### src/rtl/mux_16_pkg.sv
// Shared constants for the 16:1 registered selector.
package mux_16_pkg;

    localparam int NUM_INPUTS = 16;
    localparam int SEL_WIDTH  = 4;

    typedef logic [SEL_WIDTH-1:0] sel_t;

endpackage

### src/rtl/mux_16_if.sv
// Bus bundle for mux_16: select index, sixteen data inputs and the registered result.
interface mux_16_if #(
    parameter int DATA_WIDTH = 32
);
    import mux_16_pkg::*;

    sel_t                  sel;
    logic [DATA_WIDTH-1:0] in0,  in1,  in2,  in3;
    logic [DATA_WIDTH-1:0] in4,  in5,  in6,  in7;
    logic [DATA_WIDTH-1:0] in8,  in9,  in10, in11;
    logic [DATA_WIDTH-1:0] in12, in13, in14, in15;
    logic [DATA_WIDTH-1:0] out;

    modport master (
        output sel,
        output in0, in1, in2, in3, in4, in5, in6, in7,
        output in8, in9, in10, in11, in12, in13, in14, in15,
        input  out
    );

    modport slave (
        input  sel,
        input  in0, in1, in2, in3, in4, in5, in6, in7,
        input  in8, in9, in10, in11, in12, in13, in14, in15,
        output out
    );

endinterface

### src/rtl/mux_16_comb.sv
// Purely combinational 16:1 selector; an unknown select yields all-zeros.
module mux_16_comb
    import mux_16_pkg::*;
#(
    parameter int DATA_WIDTH = 32
) (
    input  sel_t                  sel,
    input  logic [DATA_WIDTH-1:0] bank [NUM_INPUTS],
    output logic [DATA_WIDTH-1:0] sel_data
);

    always_comb begin
        sel_data = '0;
        case (sel)
            4'd0:    sel_data = bank[0];
            4'd1:    sel_data = bank[1];
            4'd2:    sel_data = bank[2];
            4'd3:    sel_data = bank[3];
            4'd4:    sel_data = bank[4];
            4'd5:    sel_data = bank[5];
            4'd6:    sel_data = bank[6];
            4'd7:    sel_data = bank[7];
            4'd8:    sel_data = bank[8];
            4'd9:    sel_data = bank[9];
            4'd10:   sel_data = bank[10];
            4'd11:   sel_data = bank[11];
            4'd12:   sel_data = bank[12];
            4'd13:   sel_data = bank[13];
            4'd14:   sel_data = bank[14];
            4'd15:   sel_data = bank[15];
            // Only reachable when sel carries X/Z.
            default: sel_data = '0;
        endcase
    end

endmodule

### src/rtl/mux_16.sv
// 16:1 data selector with an async-reset output register (one cycle latency).
module mux_16
    import mux_16_pkg::*;
#(
    parameter int DATA_WIDTH = 32
) (
    input  logic     clk,
    input  logic     rst,
    mux_16_if.slave  bus
);

    logic [DATA_WIDTH-1:0] bank [NUM_INPUTS];
    logic [DATA_WIDTH-1:0] sel_data;
    logic [DATA_WIDTH-1:0] out_q;

    assign bank[0]  = bus.in0;
    assign bank[1]  = bus.in1;
    assign bank[2]  = bus.in2;
    assign bank[3]  = bus.in3;
    assign bank[4]  = bus.in4;
    assign bank[5]  = bus.in5;
    assign bank[6]  = bus.in6;
    assign bank[7]  = bus.in7;
    assign bank[8]  = bus.in8;
    assign bank[9]  = bus.in9;
    assign bank[10] = bus.in10;
    assign bank[11] = bus.in11;
    assign bank[12] = bus.in12;
    assign bank[13] = bus.in13;
    assign bank[14] = bus.in14;
    assign bank[15] = bus.in15;

    mux_16_comb #(
        .DATA_WIDTH (DATA_WIDTH)
    ) u_comb (
        .sel      (bus.sel),
        .bank     (bank),
        .sel_data (sel_data)
    );

    always_ff @(posedge clk or posedge rst) begin
        if (rst) begin
            out_q <= '0;
        end else begin
            out_q <= sel_data;
        end
    end

    assign bus.out = out_q;

endmodule

### src/flat_wrapper.sv
// flat-port wrapper written by rule: the top's interface ports become plain ports
module mux_16_flat import mux_16_pkg::*;
#(
    parameter int DATA_WIDTH = 32
)
  (clk, rst, bus_sel, bus_in0, bus_in1, bus_in2, bus_in3, bus_in4, bus_in5, bus_in6, bus_in7, bus_in8, bus_in9, bus_in10, bus_in11, bus_in12, bus_in13, bus_in14, bus_in15, bus_out);
  mux_16_if #(.DATA_WIDTH(DATA_WIDTH)) bus_i ();
  input  logic clk;
  input  logic rst;
  input wire logic [$bits(bus_i.sel)-1:0] bus_sel;
  input wire logic [$bits(bus_i.in0)-1:0] bus_in0;
  input wire logic [$bits(bus_i.in1)-1:0] bus_in1;
  input wire logic [$bits(bus_i.in2)-1:0] bus_in2;
  input wire logic [$bits(bus_i.in3)-1:0] bus_in3;
  input wire logic [$bits(bus_i.in4)-1:0] bus_in4;
  input wire logic [$bits(bus_i.in5)-1:0] bus_in5;
  input wire logic [$bits(bus_i.in6)-1:0] bus_in6;
  input wire logic [$bits(bus_i.in7)-1:0] bus_in7;
  input wire logic [$bits(bus_i.in8)-1:0] bus_in8;
  input wire logic [$bits(bus_i.in9)-1:0] bus_in9;
  input wire logic [$bits(bus_i.in10)-1:0] bus_in10;
  input wire logic [$bits(bus_i.in11)-1:0] bus_in11;
  input wire logic [$bits(bus_i.in12)-1:0] bus_in12;
  input wire logic [$bits(bus_i.in13)-1:0] bus_in13;
  input wire logic [$bits(bus_i.in14)-1:0] bus_in14;
  input wire logic [$bits(bus_i.in15)-1:0] bus_in15;
  output wire logic [$bits(bus_i.out)-1:0] bus_out;
  assign bus_i.sel = bus_sel;
  assign bus_i.in0 = bus_in0;
  assign bus_i.in1 = bus_in1;
  assign bus_i.in2 = bus_in2;
  assign bus_i.in3 = bus_in3;
  assign bus_i.in4 = bus_in4;
  assign bus_i.in5 = bus_in5;
  assign bus_i.in6 = bus_in6;
  assign bus_i.in7 = bus_in7;
  assign bus_i.in8 = bus_in8;
  assign bus_i.in9 = bus_in9;
  assign bus_i.in10 = bus_in10;
  assign bus_i.in11 = bus_in11;
  assign bus_i.in12 = bus_in12;
  assign bus_i.in13 = bus_in13;
  assign bus_i.in14 = bus_in14;
  assign bus_i.in15 = bus_in15;
  assign bus_out = bus_i.out;
  mux_16 #(.DATA_WIDTH(DATA_WIDTH)) u_core (.clk(clk), .rst(rst), .bus(bus_i));
endmodule
### config.mk
export PLATFORM = sky130hd
export DESIGN_NAME = mux_16_flat
export DESIGN_NICKNAME = d
export VERILOG_FILES = /design/src/rtl/mux_16_pkg.sv /design/src/rtl/mux_16_if.sv /design/src/rtl/mux_16_comb.sv /design/src/rtl/mux_16.sv /design/src/flat_wrapper.sv
export SDC_FILE = /design/constraint.sdc
export NUM_CORES = 1
export LEC_CHECK = 0
export ABC_AREA = 1
export BUFFER_PORTS_ARGS = -buffer_cell sky130_fd_sc_hd__buf_2
export CORE_AREA = 2 2 211 213
export DETAILED_ROUTE_END_ITERATION = 8
export DIE_AREA = 0 0 213 215
export GPL_TIMING_DRIVEN = 1
export PLACE_DENSITY = 0.34
export RECOVER_POWER = 25
export SYNTH_ARGS = -nofsm -noshare
export SYNTH_HDL_FRONTEND = slang
export SYNTH_HIERARCHICAL = 1
export SYNTH_SLANG_ARGS = --single-unit
### constraint.sdc
create_clock -name clk -period 1.15 [get_ports clk]
set_input_delay 0.1725 -clock clk [delete_from_list [all_inputs] [get_ports clk]]
set_output_delay 0.1725 -clock clk [all_outputs]
set_load 0.05 [all_outputs]
# [Word level (Yosys, flattened, before mapping)]
# Cells that the tools add are included.
[totals] reg_bits=32 output_inout_bits=32 wordCells=18
[op_classes] n_eq_ne=15 muxes=1 reduce_logical=1
[op_table] cell="$pmux 32 s16" count=1
[op_table] cell="$eq 4x4->1 const B" count=8
[op_table] cell="$eq 4x3->1 const B" count=4
[op_table] cell="$eq 4x2->1 const B" count=2
[op_table] cell="$eq 4x1->1 const B" count=1
[op_table] cell="$logic_not 4->1" count=1

# [Longest topological paths before layout]
[depth] depth_word=2 ltp_mapped=10 mapped_depth_nobuf=8

# [Hierarchy]
# The synthesis kept the hierarchy.
[by_module_without_submodules] mod="mux_16_comb" instances=1 cells_each=1135 area_per_inst_um2=4839.6
[by_module_without_submodules] mod="mux_16" instances=1 cells_each=33 area_per_inst_um2=804.5

# [Worst setup path after synthesis]
# OpenSTA, ideal clock, no wires.
[synth_timing] path_kind="input-to-reg" start="input port bus_sel[3]" end="register u_core.out_q[25], in the netlist u_core/bus.out[25]" setup_ns=0.069 t_arrival_ns=1.110 required_time_ns=1.081 path_slack_ns=-0.029 cell_stages=9 path_buffers=2 cell_sequence="nor2_1 > buf_2 > buf_2 > nand3_1 > nand2_1 > inv_1 > nand2_1 > nor2_1 > nand3_1"
[synth_between] elab_chain_len=2
[synth_lines] item="start: declaration" line_no="flat_wrapper.sv:10" source="input wire logic [$bits(bus_i.sel)-1:0] bus_sel;"
[synth_lines] item="$eq 4x4->1, or another cell as far along" line_no="mux_16_comb.sv:14" source="case (sel)"
[synth_lines] item="$pmux 32 s16 *" line_no="mux_16_comb.sv:14"
[synth_lines] item="named net u_core.sel_data[25]" line_no="mux_16.sv:13" source="logic [DATA_WIDTH-1:0] sel_data;"
[synth_lines] item="end signal: assignment" line_no="mux_16.sv:45" source="out_q <= sel_data;"
[synth_lines] item="end: declaration" line_no="mux_16.sv:14" source="logic [DATA_WIDTH-1:0] out_q;"
# Mark *: on every way through the listed nets, which the timed path passes. The rest lies on a longest branch.

# [Worst setup path in the final report]
[layout_timing] start="input port bus_sel[0]" end="register u_core.out_q[31], in the netlist u_core/bus.out[31]"
# Same word-level chain as after synthesis.

==> summary.txt <==
Synthesis
  • Net Count, Synth: 1686
  • Yosys warnings: 6
  • Syn_area_per_cell: 4.83 um2
  • Post-synth top cells: 420 x nand2_1, 416 x nand3_1, 105 x nor2_1
  • Share of flip-flops with an asynchronous set or reset: 100%
  • EDFF count, synth: 0
  • Mapped Cells: 1168
  • Synth Cell Area: approximately 5600 um2
  • Synth top area share: 36.9%
  • Ys flop type: dfrtp_1
  • Post-synth cell types: 12
  • Post-synthesis sequential area ratio: between 10% and 20%
  • Count leader, synth: nand2_1
  • Cell taking the most area after synthesis: nand3_1
  • Leading post-synthesis cells by cell area: nand3_1 37%, nand2_1 28%, dfrtp_1 14%
  • Seq cells post-synth: 32

Drt
  • # DRC: 0
  • Drt first pass iters: 5
  • DR vias/cell: 4.40
  • Post-route antenna net violation count: 0
  • Total wire length: 50600 um
  • Routed len/inst: 21.2 um
  • Vias: 10500
  • DRT iter0 DRCs: 518

Floorplanning
  • Die width: 213 um
  • Initial Util: 12.9%
  • Number of I/O pins: 550
  • Core Region: 43600 um2
  • Die Y: 215 um
  • Die area: between 40000 and 50000 um2
  • Total number of placement rows: between 70 and 80

STA
  • Fin crit period: roughly 1.3 ns
  • Worst setup margin: -0.154 ns
  • Slew Viols, Final: 0
  • Setup violators final: 32
  • Relative slew slack: 63.7%
  • F_max: ~0.77 GHz
  • Slew @ Worst Pin: 0.545 ns
  • RSZ-0062 raised after global routing: true
  • Setup TNS: -3.23 ns
  • Final Hold Vio Count: 0
  • Post-route clock period utilization: 113%

Finish
  • Multi-input gate area: 4880 um2
  • Largest register FFs: 32
  • Layout cells sized above 1: 51.7%
  • Fill cells: 5086
  • Sequential Area: 801 um2
  • P&R area growth vs syn: 114%
  • Nets: about 2300
  • Final Util: approximately 28%

CTS
  • CTS root buffer: clkbuf_16
  • Num CTS Buffers: 5
  • Clk sink count: 32
  • Worst-path clk slew: ~0.06 ns
  • Clk buf depth: 2
  • TritonCTS clock tree: built
  • Maximum level of the CTS H-tree: 2

Placement
  • Detailed Place HPWL: 36300 um
  • Pre-CTS setup slack: -0.688 ns
  • RD Place Congestion: 0.896
  • I/O Buffers: about 550

Worst setup path
  • Crit path from: bus_sel[0]
  • Worst path max stage delay: around 0.15 ns
  • Type of origin of the critical path: input pin
  • Crit path arrival time: 1.47 ns
  • Worst Path Buf+Inv: 8
  • Critical Path Fanout Max: 6
  • Delay-heaviest family, CP: buffers and inverters
  • Critical Path Most Common Cell: buf_6
  • Critical path cell sequence: buf_6 -> inv_4 -> buf_6 -> nor2_4 -> buf_12 -> buf_16 -> buf_12 -> buf_6 -> nand3_2 -> nand2_1 -> nor2_1 -> nand2_1 -> inv_1 -> nand3_1
  • Slowest library cell on the worst path: buf_16
  • Required @ worst endpoint: 1.32 ns
  • Setup crit end kind: register
  • CP Class: in -> reg

Global route
  • First-pass GRT wire length: about 70000 um
  • Largest net degree at the start of global routing: 47
  • Vias in the first global route: 10900
  • GRT Util Overall: 20.9%
  • Initial antenna violation count: 5
  • Aggregate global routing overflow: 0

Pwr
  • Comb pwr share: 61.6%
  • PwrDens: roughly 600 nW/um2
  • VDD IR max: 392 uV
  • Clk pwr share: around a fifth
  • Pint: just over 4 mW
  • Sequential Power Share: 18.9%
  • Overall power: 7.27 mW
  • P_sw: 3.25 mW
  • Pleak: roughly 6.6 nW
  • Switching Share: 44.7%

Worst hold path
  • Worst Hold Class: in -> reg
  • Worst hold start: bus_in0[25]

Job
  • Max Cap Viol: 0

Outcome
  • Outcome: complete, but fails checks
  • Failing checks: setup timing
-- logic make-up after synthesis --
kind of cell / count (synthesis) / synth area share [%]
DFF: 32 / 14.2
and+or+nand+nor: 943 / 72.0
buffers and inverters: 193 / 13.8
-- routing by layer --
layer	wire length [um]	track usage (%)	vias up	share of wire [%]
li1	-	-	5024	-
met1	19700	24.1	4892	39
met2	25100	37.8	522	50
met3	3830	4.28	70	7.6
met4	1930	7.16	4	3.8
met5	27	0	-	0.053
-- layout make-up --
| type | count | area share, % |
|---|---|---|
| Timing Repair Buffer | 708 | 42.2 |
| Multi-Input combinational cell | 944 | 40.4 |
| Sequential cell | 32 | 6.64 |
| Tap cell | 592 | 6.14 |
| Inverter | 104 | 3.34 |
| Clock buffer | 8 | 1.21 |
| Antenna cell | 2 | 0.0415 |
-- through the flow --
stage / cells / instance area [um2] / hold slack, ns
6_report: 2390 / 12100 / 0.0998
5_1_grt: 2389 / 12100 / 0.0998
4_1_cts: 2381 / 11600 / 0.0764
3_5_place_dp: 2326 / 9910 / 0.222
3_3_place_gp: 2326 / 9910 / 0.213
2_1_floorplan: 1168 / 5650 / 0.289
-- power by group through the flow --
stage	clock network [mW]	logic [mW]	registers, mW
after floorplan	0	0.947	2.02
final	1.42	4.48	1.38
after CTS	1.49	4.37	1.38
after detailed placement	0	3.66	1.40
after global placement	0	3.68	1.40
after global routing	1.53	4.79	1.39
-- worst paths after layout --
path                                 endpoint  cells after the start  slack, ns
worst max-delay path       u_core/bus.out[31]                     14      -0.15
worst min-delay path       u_core/bus.out[25]                      3        0.1
max in group asynchronous  u_core/bus.out[17]                      4       0.17
min in group asynchronous  u_core/bus.out[10]                      4       0.60
-- placed cells by master, fill, tap and decap left out, drive strengths merged --
cell type / netlist / final
buf: 54 / 701
bufbuf: 0 / 1
clkbuf: 35 / 13
clkinv: 0 / 2
dfrtp: 32 / 32
diode: 0 / 2
dlygate4sd3: 0 / 1
inv: 104 / 102
nand2: 420 / 420
nand3: 416 / 416
nor2: 106 / 107
nor3: 1 / 1
-- what timing repair did --
| item | 4_1_cts | 5_1_grt |
|---|---|---|
| hold buffers | 1 | 0 |
| pin swaps | 64 | 78 |
| endpoints found under the hold margin | 32 | 0 |
| setup endpoints to repair | 32 | 32 |
| gates cloned | 24 | 4 |
| gates resized for setup | 190 | 108 |
| setup buffers | 23 | 6 |
Power figures use the tool's default switching activity.
